--- config.mk ---
export PLATFORM = sky130hd
export DESIGN_NAME = sha256_pad_unit
export DESIGN_NICKNAME = d
export VERILOG_FILES = /design/src/rtl/sha256_pad_unit.sv
export SDC_FILE = /design/constraint.sdc
export NUM_CORES = 2
export LEC_CHECK = 0
export CORE_MARGIN = 3
export CORE_UTILIZATION = 49
export CTS_CLUSTER_SIZE = 40
export DETAILED_ROUTE_END_ITERATION = 6
export GPL_TIMING_DRIVEN = 0
export PLACE_DENSITY_LB_ADDON = 0.15
export SYNTH_ARGS = -nofsm -noshare
export SYNTH_HDL_FRONTEND = slang
export SYNTH_SLANG_ARGS = --single-unit
--- constraint.sdc ---
create_clock -name axi_aclk -period 4.5 [get_ports axi_aclk]
set_input_delay 1.125 -clock axi_aclk [delete_from_list [all_inputs] [get_ports axi_aclk]]
set_output_delay 1.125 -clock axi_aclk [all_outputs]
set_load 0.005 [all_outputs]
--- src/rtl/sha256_pad_unit.sv ---
// sha256_pad_unit: SHA-256 message padder. Takes a big-endian byte message on a
// 64-bit AXI4-Stream and emits FIPS 180-4 padded 512-bit blocks (0x80, zeros,
// 64-bit bit length) on a 512-bit AXI4-Stream; m_axis_tlast marks the final block.
// Build option: define SHA_PAD_KEEP_CHECK_EN to add the sticky err_keep output.
module sha256_pad_unit #(
    parameter int unsigned P_S_AXIS_DATA_WIDTH = 64,
    parameter int unsigned P_M_AXIS_DATA_WIDTH = 512,
    parameter int unsigned P_LEN_CNT_WIDTH     = 61
) (
    input  logic                             axi_aclk,
    input  logic                             axi_resetn,
    input  logic [P_S_AXIS_DATA_WIDTH-1:0]   s_axis_tdata,
    input  logic [P_S_AXIS_DATA_WIDTH/8-1:0] s_axis_tkeep,
    input  logic                             s_axis_tvalid,
    output logic                             s_axis_tready,
    input  logic                             s_axis_tlast,
    output logic [P_M_AXIS_DATA_WIDTH-1:0]   m_axis_tdata,
    output logic                             m_axis_tvalid,
    input  logic                             m_axis_tready,
    output logic                             m_axis_tlast
`ifdef SHA_PAD_KEEP_CHECK_EN
    ,
    output logic                             err_keep
`endif
);

    localparam int unsigned IN_BYTES  = P_S_AXIS_DATA_WIDTH / 8;
    localparam int unsigned BLK_BYTES = P_M_AXIS_DATA_WIDTH / 8;
    // Byte offset where the 64-bit length field starts in a block
    localparam int unsigned LEN_POS   = BLK_BYTES - 8;

    typedef enum logic [1:0] {
        S_FILL,
        S_SEND,
        S_EXTRA
    } state_t;

    state_t                         state, state_nxt;
    logic [2:0]                     wptr;
    logic [P_LEN_CNT_WIDTH-1:0]     byte_cnt;
    logic [P_LEN_CNT_WIDTH-1:0]     cnt_sum;
    logic                           extra;
    logic                           pad80;
    logic                           accept;
    logic [3:0]                     n_keep;
    int unsigned                    base;
    int unsigned                    n_u;
    int unsigned                    u_pos;
    logic [P_S_AXIS_DATA_WIDTH-1:0] word_masked;
    logic [63:0]                    len_beat;
    logic [63:0]                    len_cur;
    logic [P_M_AXIS_DATA_WIDTH-1:0] blk_last;

    // Number of valid bytes = count of leading ones in tkeep
    function automatic logic [3:0] lead_ones(input logic [IN_BYTES-1:0] k);
        logic [3:0] c;
        logic       run;
        c   = '0;
        run = 1'b1;
        for (int unsigned i = 0; i < IN_BYTES; i++) begin
            if (run && k[IN_BYTES-1-i]) c = c + 4'd1;
            else                        run = 1'b0;
        end
        return c;
    endfunction

    // State register
    always_ff @(posedge axi_aclk or negedge axi_resetn) begin
        if (!axi_resetn) state <= S_FILL;
        else             state <= state_nxt;
    end

    // Next-state logic: fill until a block completes, hold it until taken,
    // insert one length-only block when the trailer did not fit
    always_comb begin
        state_nxt = state;
        case (state)
            S_FILL:  if (accept && (s_axis_tlast || wptr == 3'd7)) state_nxt = S_SEND;
            S_SEND:  if (m_axis_tready) state_nxt = extra ? S_EXTRA : S_FILL;
            S_EXTRA: state_nxt = S_SEND;
            default: state_nxt = S_FILL;
        endcase
    end

    // Beat decode and the candidate block for a tlast beat (data, 0x80, zeros, length)
    always_comb begin
        accept   = s_axis_tready & s_axis_tvalid;
        n_keep   = lead_ones(s_axis_tkeep);
        n_u      = 32'(n_keep);
        base     = 8 * 32'(wptr);
        u_pos    = base + n_u + 1;
        cnt_sum  = byte_cnt + P_LEN_CNT_WIDTH'(n_keep);
        len_beat = 64'({cnt_sum, 3'b000});
        len_cur  = 64'({byte_cnt, 3'b000});
        word_masked = '0;
        for (int unsigned j = 0; j < IN_BYTES; j++) begin
            if (j < n_u)
                word_masked[P_S_AXIS_DATA_WIDTH-1-8*j -: 8] = s_axis_tdata[P_S_AXIS_DATA_WIDTH-1-8*j -: 8];
        end
        blk_last = m_axis_tdata;
        blk_last[P_M_AXIS_DATA_WIDTH-1-P_S_AXIS_DATA_WIDTH*32'(wptr) -: P_S_AXIS_DATA_WIDTH] = word_masked;
        // Past the valid bytes: 0x80 marker then zeros (marker drops off when n=8 at wptr=7)
        for (int unsigned k = 0; k < BLK_BYTES; k++) begin
            if (k >= base + n_u)
                blk_last[P_M_AXIS_DATA_WIDTH-1-8*k -: 8] = (k == base + n_u) ? 8'h80 : 8'h00;
        end
        if (u_pos <= LEN_POS) blk_last[63:0] = len_beat;
    end

    // Datapath and registered outputs
    always_ff @(posedge axi_aclk or negedge axi_resetn) begin
        if (!axi_resetn) begin
            s_axis_tready <= 1'b0;
            m_axis_tvalid <= 1'b0;
            m_axis_tlast  <= 1'b0;
            m_axis_tdata  <= '0;
            wptr          <= '0;
            byte_cnt      <= '0;
            extra         <= 1'b0;
            pad80         <= 1'b0;
        end else begin
            s_axis_tready <= (state_nxt == S_FILL);
            m_axis_tvalid <= (state_nxt == S_SEND);
            case (state)
                S_FILL: begin
                    if (accept) begin
                        byte_cnt <= cnt_sum;
                        if (s_axis_tlast) begin
                            m_axis_tdata <= blk_last;
                            m_axis_tlast <= (u_pos <= LEN_POS);
                            extra        <= (u_pos > LEN_POS);
                            pad80        <= (u_pos > BLK_BYTES);
                        end else begin
                            m_axis_tdata[P_M_AXIS_DATA_WIDTH-1-P_S_AXIS_DATA_WIDTH*32'(wptr) -: P_S_AXIS_DATA_WIDTH] <= word_masked;
                            if (wptr == 3'd7) m_axis_tlast <= 1'b0;
                            else              wptr <= wptr + 3'd1;
                        end
                    end
                end
                S_SEND: begin
                    if (m_axis_tready) begin
                        wptr         <= '0;
                        m_axis_tlast <= 1'b0;
                        if (!extra && m_axis_tlast) byte_cnt <= '0;
                    end
                end
                S_EXTRA: begin
                    m_axis_tdata <= {(pad80 ? 8'h80 : 8'h00), {(P_M_AXIS_DATA_WIDTH-72){1'b0}}, len_cur};
                    m_axis_tlast <= 1'b1;
                    extra        <= 1'b0;
                end
                default: ;
            endcase
        end
    end

`ifdef SHA_PAD_KEEP_CHECK_EN
    logic keep_bad;

    // Legal tkeep: all ones on a non-last beat, leading-ones pattern on a last beat
    always_comb begin
        keep_bad = s_axis_tlast ? (s_axis_tkeep != IN_BYTES'({IN_BYTES{1'b1}} << (4'd8 - n_keep)))
                                : (s_axis_tkeep != '1);
    end

    // Sticky error flag, cleared only by reset
    always_ff @(posedge axi_aclk or negedge axi_resetn) begin
        if (!axi_resetn)             err_keep <= 1'b0;
        else if (accept && keep_bad) err_keep <= 1'b1;
    end
`endif

endmodule

==> impl_metrics.toml <==
[flow_run]
drv_cap = 2

[finish]
final_nets = 3780
postLayoutCellArea_um2 = 41900
fillers = 3900
fin_cells = 4487
drive_above_1_share = 0.207
area_delta_synth_final_pct = 49.7

[grt]
grt_max_degree = 127
grt_pass1_wl_um = 204000
antenna_found_initial = 4
overflow = 0
grt_usage = 0.462
grt_pass1_vias = 29600

[cts]
clockBufferDepth = 3
cts_root_buf = "clkbuf_16"
cts_tree = "built"
cts_buffers = 61
clk_latency_ps = 670
clkTransAtPathRegs_ps = 60
clkSinkCount = 583
h-tree-depth = 2

[pwr]
total_power_mw = 23.0
leakagePower_nw = 17.0
vdd.ir_drop.worst_uv = 562
power.density_nw_per_um2 = 548

[floorplan]
io_pins = 592
die_w_um = 245
fp-row-count = 87
die_area_um2 = 60100
core_um2 = 56500
start_util = 0.496
fp.dieH_um = 245

[synthesis]
ys_warn_count = 0
ys.flop_type = "dfrtp_1"
synth_area_um2 = 28000
synth_seq_cells = 583
syn_inst = 2868
ys_types = 84
synth_edf_count = 0
async_reset_ff_frac = 1.00
ys_seq_area_frac = 0.521
avgSynthCellArea_um2 = 9.77
synth_nets = 2973

[worst_setup_path]
critPathCaptureType = "flop"
endpoint = "m_axis_tdata[49]$_DFFE_PN0P_"
critPathKind = "input port to flop"
critPathLaunch = "s_axis_tkeep[2]"
r2r_start = "state[0]$_DFF_PN0_"
crit_required_ps = 5070
r2r-end = "m_axis_tdata[56]$_DFFE_PN0P_"
arrival_ps = 6100
rr_worst_depth = 10
critPathLaunchType = "input port"
path_max_fanout = 9
r2r_setup_slack_ps = -810

[routing]
vias = 31000
drt_iter0_drc = 3949
drt_wl_total_um = 146000
ant_nets = 0
firstDrtPassIters = 6
drc = 0
wl_per_cell_um = 32.5
via_per_inst = 6.91

[place]
dpl_cell_area_um2 = 35200
gp_congestion = 1.05
io_buffers = 567
dp_hpwl_um = 105000
place_inst = 4197

[outcome]
status = "finished with violations"
violations = "capacitance limit, slew limit, setup timing"

[min_path]
holdPathStages = 2
min_path_type = "flop to flop"

[sta]
hold_viol_final = 0
worstMarginPinSlew_ps = 1550
final_max_slew_viol_count = 16
fmax_mhz = 181
period_share = 1.23
setup_viol = 572
rsz0062_at_grt = "yes"
timing.final.ws_setup_ps = -1040
finClkSkew_ps = 29.6
slew-limit-headroom = -0.0434
layout_min_cycle_time_ps = 5540
## worst min path at each step
stage / to / startpoint / slack, ps
3_3_place_gp: m_axis_tdata[491]$_DFFE_PN0P_ / m_axis_tdata[491]$_DFFE_PN0P_ / 460
2_1_floorplan: pad80$_DFFE_PN0P_ / pad80$_DFFE_PN0P_ / 440
6_report: pad80$_DFFE_PN0P_ / pad80$_DFFE_PN0P_ / 480
5_1_grt: m_axis_tdata[116]$_DFFE_PN0P_ / m_axis_tdata[116]$_DFFE_PN0P_ / 500
4_1_cts: m_axis_tdata[84]$_DFFE_PN0P_ / m_axis_tdata[84]$_DFFE_PN0P_ / 480
3_5_place_dp: m_axis_tdata[84]$_DFFE_PN0P_ / m_axis_tdata[84]$_DFFE_PN0P_ / 470
## worst max-delay path, cell delays in order
cell and delay, ps:
clkdlybuf4s50_1 620, nor2b_1 100, o221ai_2 410, inv_1 110
ha_2 210, a21bo_4 220, a211oi_4 290, buf_6 170
xnor2_4 80, o31ai_4 320, nand2_4 110, ha_4 190
ha_4 290, buf_12 140, inv_8 110, a21oi_2 70
o221ai_4 250, a2bb2oi_4 110, a211oi_4 410, buf_12 200
buf_12 110, clkbuf_16 140, a221oi_1 50, o31ai_1 240
## power breakdown
group / switching [mW] / total (mW) / leakage, nW / internal [mW]
combinational: 7.81 / 11.1 / 7.96 / 3.28
clock: 2.30 / 5.66 / 1.09 / 3.36
sequential: 0.505 / 6.23 / 8.00 / 5.72
## cell usage in the layout (no fill, tap or decap), drive strengths merged, types with 12 or more instances in the layout
cell type and n:
a21oi 145, a221o 28, a221oi 33, a22o 131, a22oi 12, a31oi 25
a32o 140, a32oi 22, and2 28, and3 49, buf 235, clkbuf 222
clkdlybuf4s50 561, clkinv 17, dfrtp 583, ha 27, inv 29, mux2i 25
nand2 376, nand3 80, nand4 16, nor2 201, nor2b 13, nor3 85
nor4 12, o211ai 15, o21ai 361, o22ai 15, o31ai 39, or3 12
xnor2 30, xor2 25
## cell families (layout without fill, tap and decap cells)
kind of cell             after synthesis  after routing  synth area share
buffers and inverters                224           1081            0.0311
XOR/XNOR                              57             57            0.0188
other                                  0              5                 0
multiplexers                          26             26           0.00933
AND/OR/NAND/NOR                      900            901             0.144
adder cells (fa/ha/maj)               28             28            0.0128
AO/OA/AOI/OAI                       1050           1050             0.263
flip-flops                           583            583             0.521
## cells in the mapped netlist (all sizes together), types with 10 or more instances
cell type | instances | area, um2
a21oi | 145 | 726
o31ai | 39 | 307
nand2 | 375 | 1410
nor4 | 12 | 75.1
nand3 | 80 | 400
inv | 27 | 101
and3 | 49 | 307
dfrtp | 583 | 14600
a22oi | 12 | 90.1
a32oi | 22 | 193
or3 | 12 | 75.1
a211oi | 10 | 92.6
xor2 | 25 | 219
ha | 27 | 338
a31oi | 25 | 156
nor3 | 85 | 435
nand4 | 16 | 106
a32o | 140 | 1400
clkbuf | 144 | 542
and2 | 28 | 175
o221ai | 10 | 87.6
o211ai | 15 | 118
buf | 47 | 206
mux2i | 25 | 250
o21ai | 361 | 1830
a221o | 28 | 280
o22ai | 15 | 93.8
nor2 | 201 | 757
xnor2 | 30 | 263
a22o | 131 | 1150
o21a | 10 | 75.1
a221oi | 33 | 295
nor2b | 13 | 81.3
o2bb2ai | 10 | 87.6
## what timing repair did
action,4_1_cts,5_1_grt
gates cloned,4,8
pin swaps,99,126
buffers inserted,87,87
setup endpoints to repair,575,574
hold buffers,0,0
hold endpoints to repair,0,0
resized for setup,428,318
## routing by layer
layer / GRT usage / share of wire
met1: 0.576 / 0.35
met2: 0.707 / 0.44
met3: 0.142 / 0.13
met4: 0.282 / 0.080
met5: 0 / 0.00033
## flip-flops by register name, summed over array words and instances (netlist names)
register       flops
s_axis_tready      1
byte_cnt          61
m_axis_tlast       1
extra              1
wptr               3
m_axis_tdata     512
m_axis_tvalid      1
pad80              1
state              2
## final cells by class
class,count,area (um2),share of cell area
diodes,5,12.5,0.000298
plain buffers,175,961,0.0229
clock buffers,86,1790,0.0427
clock inverters,28,440,0.0105
inverters,33,153,0.00364
multi-input cells,2062,15400,0.367
flip-flops and latches,583,14600,0.348
well taps,756,946,0.0225
repair buffers,759,7660,0.183
## stage by stage
step	TNS [ps]	hold WS, ps	utilization	setup WS, ps
floorplan	-613480	444	-	-1300
detailed placement	-1846400	469	0.623	-3830
global placement	-	463	0.621	-22680
global route	-498120	501	0.742	-1180
finish	-428640	480	0.742	-1040
CTS	-350500	482	0.704	-901
(Power assumes the default switching activity.)
